==> src/rtl/seq_nibble_mult.sv <==
// Sequential 4N x 4N unsigned multiplier: feeds one nibble pair per cycle to an external
// combinational 4x4 multiplier and shift-accumulates the returned 8-bit partial products.
module seq_nibble_mult #(
    parameter int NIBBLES = 2
) (
    input  logic                 clk,
    input  logic                 reset,
    input  logic                 io_in_valid,
    output logic                 io_in_ready,
    input  logic [4*NIBBLES-1:0] io_in_lhs,
    input  logic [4*NIBBLES-1:0] io_in_rhs,
    output logic [3:0]           io_pp_lhs,
    output logic [3:0]           io_pp_rhs,
    input  logic [7:0]           io_pp_prod,
    output logic                 io_out_valid,
    input  logic                 io_out_ready,
    output logic [8*NIBBLES-1:0] io_out_data
);
    localparam int W  = 4 * NIBBLES;
    localparam int CW = (NIBBLES > 1) ? $clog2(NIBBLES) : 1;
    localparam logic [CW-1:0] LAST = CW'(NIBBLES - 1);

    typedef enum logic [1:0] {IDLE, CALC, DONE} state_t;

    state_t         state_q, state_d;
    logic [W-1:0]   a_q, a_d;
    logic [W-1:0]   b_q, b_d;
    logic [2*W-1:0] acc_q, acc_d;
    logic [CW-1:0]  j_q, j_d;
    logic [CW-1:0]  k_q, k_d;
    logic           in_ready_q, in_ready_d;
    logic           out_valid_q, out_valid_d;
    logic [2*W-1:0] pp_shifted;

    // The pair index idx is kept split as (j, k) = (idx / NIBBLES, idx % NIBBLES), k fastest.
    always_comb begin
        io_pp_lhs = '0;
        io_pp_rhs = '0;
        if (state_q == CALC) begin
            for (int n = 0; n < NIBBLES; n++) begin
                if (j_q == CW'(n)) io_pp_lhs = a_q[4*n +: 4];
                if (k_q == CW'(n)) io_pp_rhs = b_q[4*n +: 4];
            end
        end
    end

    assign pp_shifted = (2*W)'(io_pp_prod) << (4 * (int'(j_q) + int'(k_q)));

    always_comb begin
        state_d = state_q;
        a_d     = a_q;
        b_d     = b_q;
        acc_d   = acc_q;
        j_d     = j_q;
        k_d     = k_q;
        unique case (state_q)
            IDLE: begin
                if (io_in_valid) begin
                    state_d = CALC;
                    a_d     = io_in_lhs;
                    b_d     = io_in_rhs;
                    acc_d   = '0;
                    j_d     = '0;
                    k_d     = '0;
                end
            end
            CALC: begin
                acc_d = acc_q + pp_shifted;
                if (k_q == LAST) begin
                    k_d = '0;
                    if (j_q == LAST) begin
                        j_d     = '0;
                        state_d = DONE;
                    end else begin
                        j_d = j_q + 1'b1;
                    end
                end else begin
                    k_d = k_q + 1'b1;
                end
            end
            DONE: begin
                if (io_out_ready) state_d = IDLE;
            end
            default: state_d = IDLE;
        endcase
        // Handshake flags are registered copies of the next state, so ready/valid never combine inputs.
        in_ready_d  = (state_d == IDLE);
        out_valid_d = (state_d == DONE);
    end

    always_ff @(posedge clk or negedge reset) begin
        if (!reset) begin
            state_q     <= IDLE;
            a_q         <= '0;
            b_q         <= '0;
            acc_q       <= '0;
            j_q         <= '0;
            k_q         <= '0;
            in_ready_q  <= 1'b1;
            out_valid_q <= 1'b0;
        end else begin
            state_q     <= state_d;
            a_q         <= a_d;
            b_q         <= b_d;
            acc_q       <= acc_d;
            j_q         <= j_d;
            k_q         <= k_d;
            in_ready_q  <= in_ready_d;
            out_valid_q <= out_valid_d;
        end
    end

    assign io_in_ready  = in_ready_q;
    assign io_out_valid = out_valid_q;
    assign io_out_data  = acc_q;

endmodule

==> config.mk <==
export PLATFORM = sky130hd
export DESIGN_NAME = seq_nibble_mult
export DESIGN_NICKNAME = d
export VERILOG_FILES = /design/src/rtl/seq_nibble_mult.sv
export SDC_FILE = /design/constraint.sdc
export NUM_CORES = 1
export LEC_CHECK = 0
export CELL_PAD_IN_SITES_DETAIL_PLACEMENT = 0
export CELL_PAD_IN_SITES_GLOBAL_PLACEMENT = 1
export CORE_ASPECT_RATIO = 1.5
export CORE_MARGIN = 4
export CORE_UTILIZATION = 37
export CTS_CLUSTER_DIAMETER = 150
export CTS_CLUSTER_SIZE = 8
export DETAILED_ROUTE_END_ITERATION = 10
export HOLD_SLACK_MARGIN = 0.15
export PLACE_DENSITY_LB_ADDON = 0.1
export SLEW_MARGIN = 20
export SYNTH_ARGS = -nofsm -noshare
export SYNTH_HDL_FRONTEND = slang
export SYNTH_SLANG_ARGS = --single-unit
==> constraint.sdc <==
create_clock -name clk -period 3.4 [get_ports clk]
set_input_delay 0.68 -clock clk [delete_from_list [all_inputs] [get_ports clk]]
set_output_delay 0.68 -clock clk [all_outputs]
set_load 0.03 [all_outputs]
==> flow_metrics.env <==
export IMPL_setup_violations=0
export IMPL_layout_nets=355
export IMPL_drt_pre_antenna_iters=4
export IMPL_portBuffers=53
export IMPL_yosys_warnings=0
export IMPL_die_x_microns=75.3
export IMPL_grt_usage_pct=17.5
export IMPL_worst_setup_path_type="flop to flop"
export IMPL_startpoint_type="flop"
export IMPL_combPwrFrac_pct=65.0
export IMPL_crit_arrival_ns=3.34
export IMPL_critPathTopFamily="compound AO/OA/AOI/OAI gates"
export IMPL_power_frac_seq_pct=22.0
export IMPL_reg2reg_depth=9
export IMPL_final_area_sq_mm=0.00324
export IMPL_drt_initial_drc_count=140
export IMPL_grt_first_pass_wirelength_microns=11000
export IMPL_ios=54
export IMPL_routedWlPerCell_microns=17.3
export IMPL_place_hpwl_microns=5110
export IMPL_yosys_area_share_simple_pct=16.6
export IMPL_placed_area_sq_mm=0.00309
export IMPL_period_minus_slack_ns=3.13
export IMPL_cts_htree_levels=2
export IMPL_synth_compound_area_share_pct=18.9
export IMPL_ys_seq_elements=38
export IMPL_initial_core_util_pct=38.4
export IMPL_synth_main_ff_cell="dfrtp_1"
export IMPL_timing_final_crit_share_pct=92.1
export IMPL_grt_max_degree=39
export IMPL_seqCellArea_sq_um=952
export IMPL_crit_required_ns=3.61
export IMPL_postCtsSetupBuffers=0
export IMPL_worst_pin_slew_ns=0.864
export IMPL_die_y_microns=109
export IMPL_vias=2158
export IMPL_synthXorXnorAreaFrac_pct=2.44
export IMPL_synth_area_sq_mm=0.00251
export IMPL_seq_area_frac_synth_pct=37.9
export IMPL_clk_pin_slew_ns=0.08
export IMPL_ys_types=52
export IMPL_p_sw_uw=1760
export IMPL_cp_num_buf_inv=0
export IMPL_drive_gt1_share_pct=11.3
export IMPL_drv_slew=0
export IMPL_crit_fanout=8
export IMPL_core_sq_mm=0.00653
export IMPL_syn_avg_cell_area_sq_um=9.58
export IMPL_cts_tree="done"
export IMPL_drc=0
export IMPL_rsz0062_at_grt="no"
export IMPL_power_internal_uw=2010
export IMPL_clock_skew_final_ns=0.00668
export IMPL_reg2reg_to="io_out_data[14]$_DFFE_PN0P_"
export IMPL_swShare_pct=46.6
export IMPL_n_antenna_cell=0
export IMPL_dieArea_sq_mm=0.00819
export IMPL_syn_num_nets=307
export IMPL_hold_buffers=0
export IMPL_gp_congestion=0.861
export IMPL_hold_class="primary input to asynchronous set/reset pin"
export IMPL_wirelength_microns=6700
export IMPL_crit_top_cell="ha_1"
export IMPL_cts_made_buffers=5
export IMPL_clk_path_buf_depth=2
export IMPL_clock_sinks=38
export IMPL_ant_nets=0
export IMPL_synthArstFlopShare_pct=100
export IMPL_slew_headroom_pct=42.4
export IMPL_cp_end_kind="flop"
export IMPL_cts_resized=0
export IMPL_syn_inst=262
export IMPL_r2r_start="j_q$_DFFE_PN0P_"
export IMPL_viasPerCell=5.58
export IMPL_grt_overflow=0
export IMPL_p_leak_uw=0.00139
export IMPL_clock_latency_ns=0.30
export IMPL_area_delta_synth_final_pct=29.0
export IMPL_finalSetupTns_ns=0
export IMPL_multi_input_area_sq_mm=0.00148
export IMPL_fmax_mhz=319
export IMPL_synthAdderAreaFrac_pct=8.77
export IMPL_r2r_setup_slack_ns=0.27
export IMPL_grt_pass1_vias=2261
export IMPL_p_clk_share_pct=13.0
export IMPL_max_cap_violations=0
export IMPL_rows=36
export IMPL_root_buffer="clkbuf_8"
export IMPL_n_fill_cell=636
export IMPL_power_density_mw_per_mm2=1170
export IMPL_cp_slowest_cell="ha_1"
export IMPL_max_stage_delay_ns=0.53
export IMPL_path_cells="ha_1, nor2b_1, a22o_1, ha_1, a21oi_1, o21ai_1, a31o_1, o31a_1, o31ai_1"
export IMPL_synthMuxAreaShare_pct=12.0
export IMPL_status="finished clean"
export IMPL_grt_antenna_before_repair=0
export IMPL_synth_top_family_by_area="compound AO/OA/AOI/OAI gates"
export IMPL_irDropWorstVdd_mv=0.493
export IMPL_synth_enable_flop_cells=0
export IMPL_final_hold_viol_count=0
through the flow:
step	hold WS, ns	instances	utilization, %	setup WS (ns)	total power [uW]
finish	0.487	387	49.6	0.270	3770
global route	0.529	387	49.6	0.00620	4080
CTS	0.514	387	49.6	0.282	3810
detailed placement	0.496	379	47.4	0.307	3300
global placement	0.490	379	47.4	0.313	3300
floorplan	0.384	262	-	0.697	2560
power by group through the flow:
stage	registers [uW]	clock network, uW	logic, uW
2_1_floorplan	963	0	1590
3_3_place_gp	839	0	2460
3_5_place_dp	846	0	2460
4_1_cts	837	498	2470
5_1_grt	867	517	2700
6_report	830	493	2450
cell type report:
class                      instances  area share, %
sequential                        38           29.4
timing repair buffer              57           17.2
multi-input combinational        204           45.6
tap                               76           2.94
inverter                           4          0.464
clock inverter                     2           1.86
clock buffer                       6           2.55
registers in the layout, summed over array words and instances (netlist names):
| name | flops |
|---|---|
| state_q | 2 |
| j_q | 1 |
| k_q | 1 |
| a_q | 8 |
| io_out_valid | 1 |
| io_out_data | 16 |
| b_q | 8 |
| io_in_ready | 1 |
cell usage in the layout (no fill, tap or decap), types with 5 or more instances in the layout:
cell and count:
a21oi_1 11, nor2b_1 8, nand2_1 26, mux2_2 16, nand3_1 5, xor2_1 5
clkdlybuf4s50_1 52, o21ai_0 13, ha_1 16, dfrtp_1 37, nand4_1 5, mux2i_1 12
nor2_1 23, a22o_1 5, clkbuf_8 6
Yosys cell counts, types with 2 or more instances:
library cell  number  area [sq um]
a211o_1            2          17.5
a21o_1             4          30.0
a21oi_1           11          55.1
a22o_1             5          43.8
a31oi_1            2          12.5
and2_1             4          25.0
and3_1             3          18.8
buf_2              3          15.0
clkbuf_1          11          41.3
dfrtp_1           37           926
ha_1              16           200
inv_1              4          15.0
mux2_2            16           180
mux2i_1           12           120
nand2_1           26          97.6
nand2b_1           3          18.8
nand3_1            5          25.0
nand4_1            5          31.3
nor2_1            23          86.3
nor2b_1            8          50.1
o211ai_1           3          22.5
o21a_1             2          15.0
o21ai_0           13          65.1
o21ai_1            4          20.0
o22ai_1            3          18.8
o31a_1             3          26.3
o31ai_1            2          15.0
or4_1              3          22.5
xnor2_1            2          17.5
xor2_1             5          43.8
worst max path at each step:
stage               startpoint                     endpoint  slack [ns]  cells after the start
2_1_floorplan  j_q$_DFFE_PN0P_  io_out_data[10]$_DFFE_PN0P_        0.70                     12
3_3_place_gp   j_q$_DFFE_PN0P_  io_out_data[14]$_DFFE_PN0P_        0.31                      9
3_5_place_dp   j_q$_DFFE_PN0P_  io_out_data[10]$_DFFE_PN0P_        0.31                     11
4_1_cts        j_q$_DFFE_PN0P_  io_out_data[10]$_DFFE_PN0P_        0.28                     11
5_1_grt        j_q$_DFFE_PN0P_  io_out_data[14]$_DFFE_PN0P_       0.006                      9
6_report       j_q$_DFFE_PN0P_  io_out_data[14]$_DFFE_PN0P_        0.27                      9
worst reg2reg max path, stage by stage, from the launching register on:
cell and delay, ns:
dfrtp_1 0.50, ha_1 0.53, nor2b_1 0.33, a22o_1 0.22, ha_1 0.32, a21oi_1 0.24, o21ai_1 0.18, a31o_1 0.27
o31a_1 0.27, o31ai_1 0.18
logic make-up (layout without fill, tap and decap cells):
logic type / Yosys count / count (layout)
multiplexers: 28 / 28
flip-flops: 38 / 38
XOR/XNOR: 7 / 7
AO/OA/AOI/OAI: 67 / 67
buffers and inverters: 20 / 69
adder cells (fa/ha/maj): 17 / 17
AND/OR/NAND/NOR: 85 / 85
metal layers:
| layer | global-route usage [%] | vias up | routed length, microns |
|---|---|---|---|
| met5 | 0 | - | 0 |
| met4 | 7.50 | 0 | 189 |
| met3 | 3.14 | 14 | 295 |
| met2 | 31.9 | 58 | 3580 |
| met1 | 19.3 | 1031 | 2630 |
| li1 | - | 1055 | - |
Power figures use the tool's default switching activity.
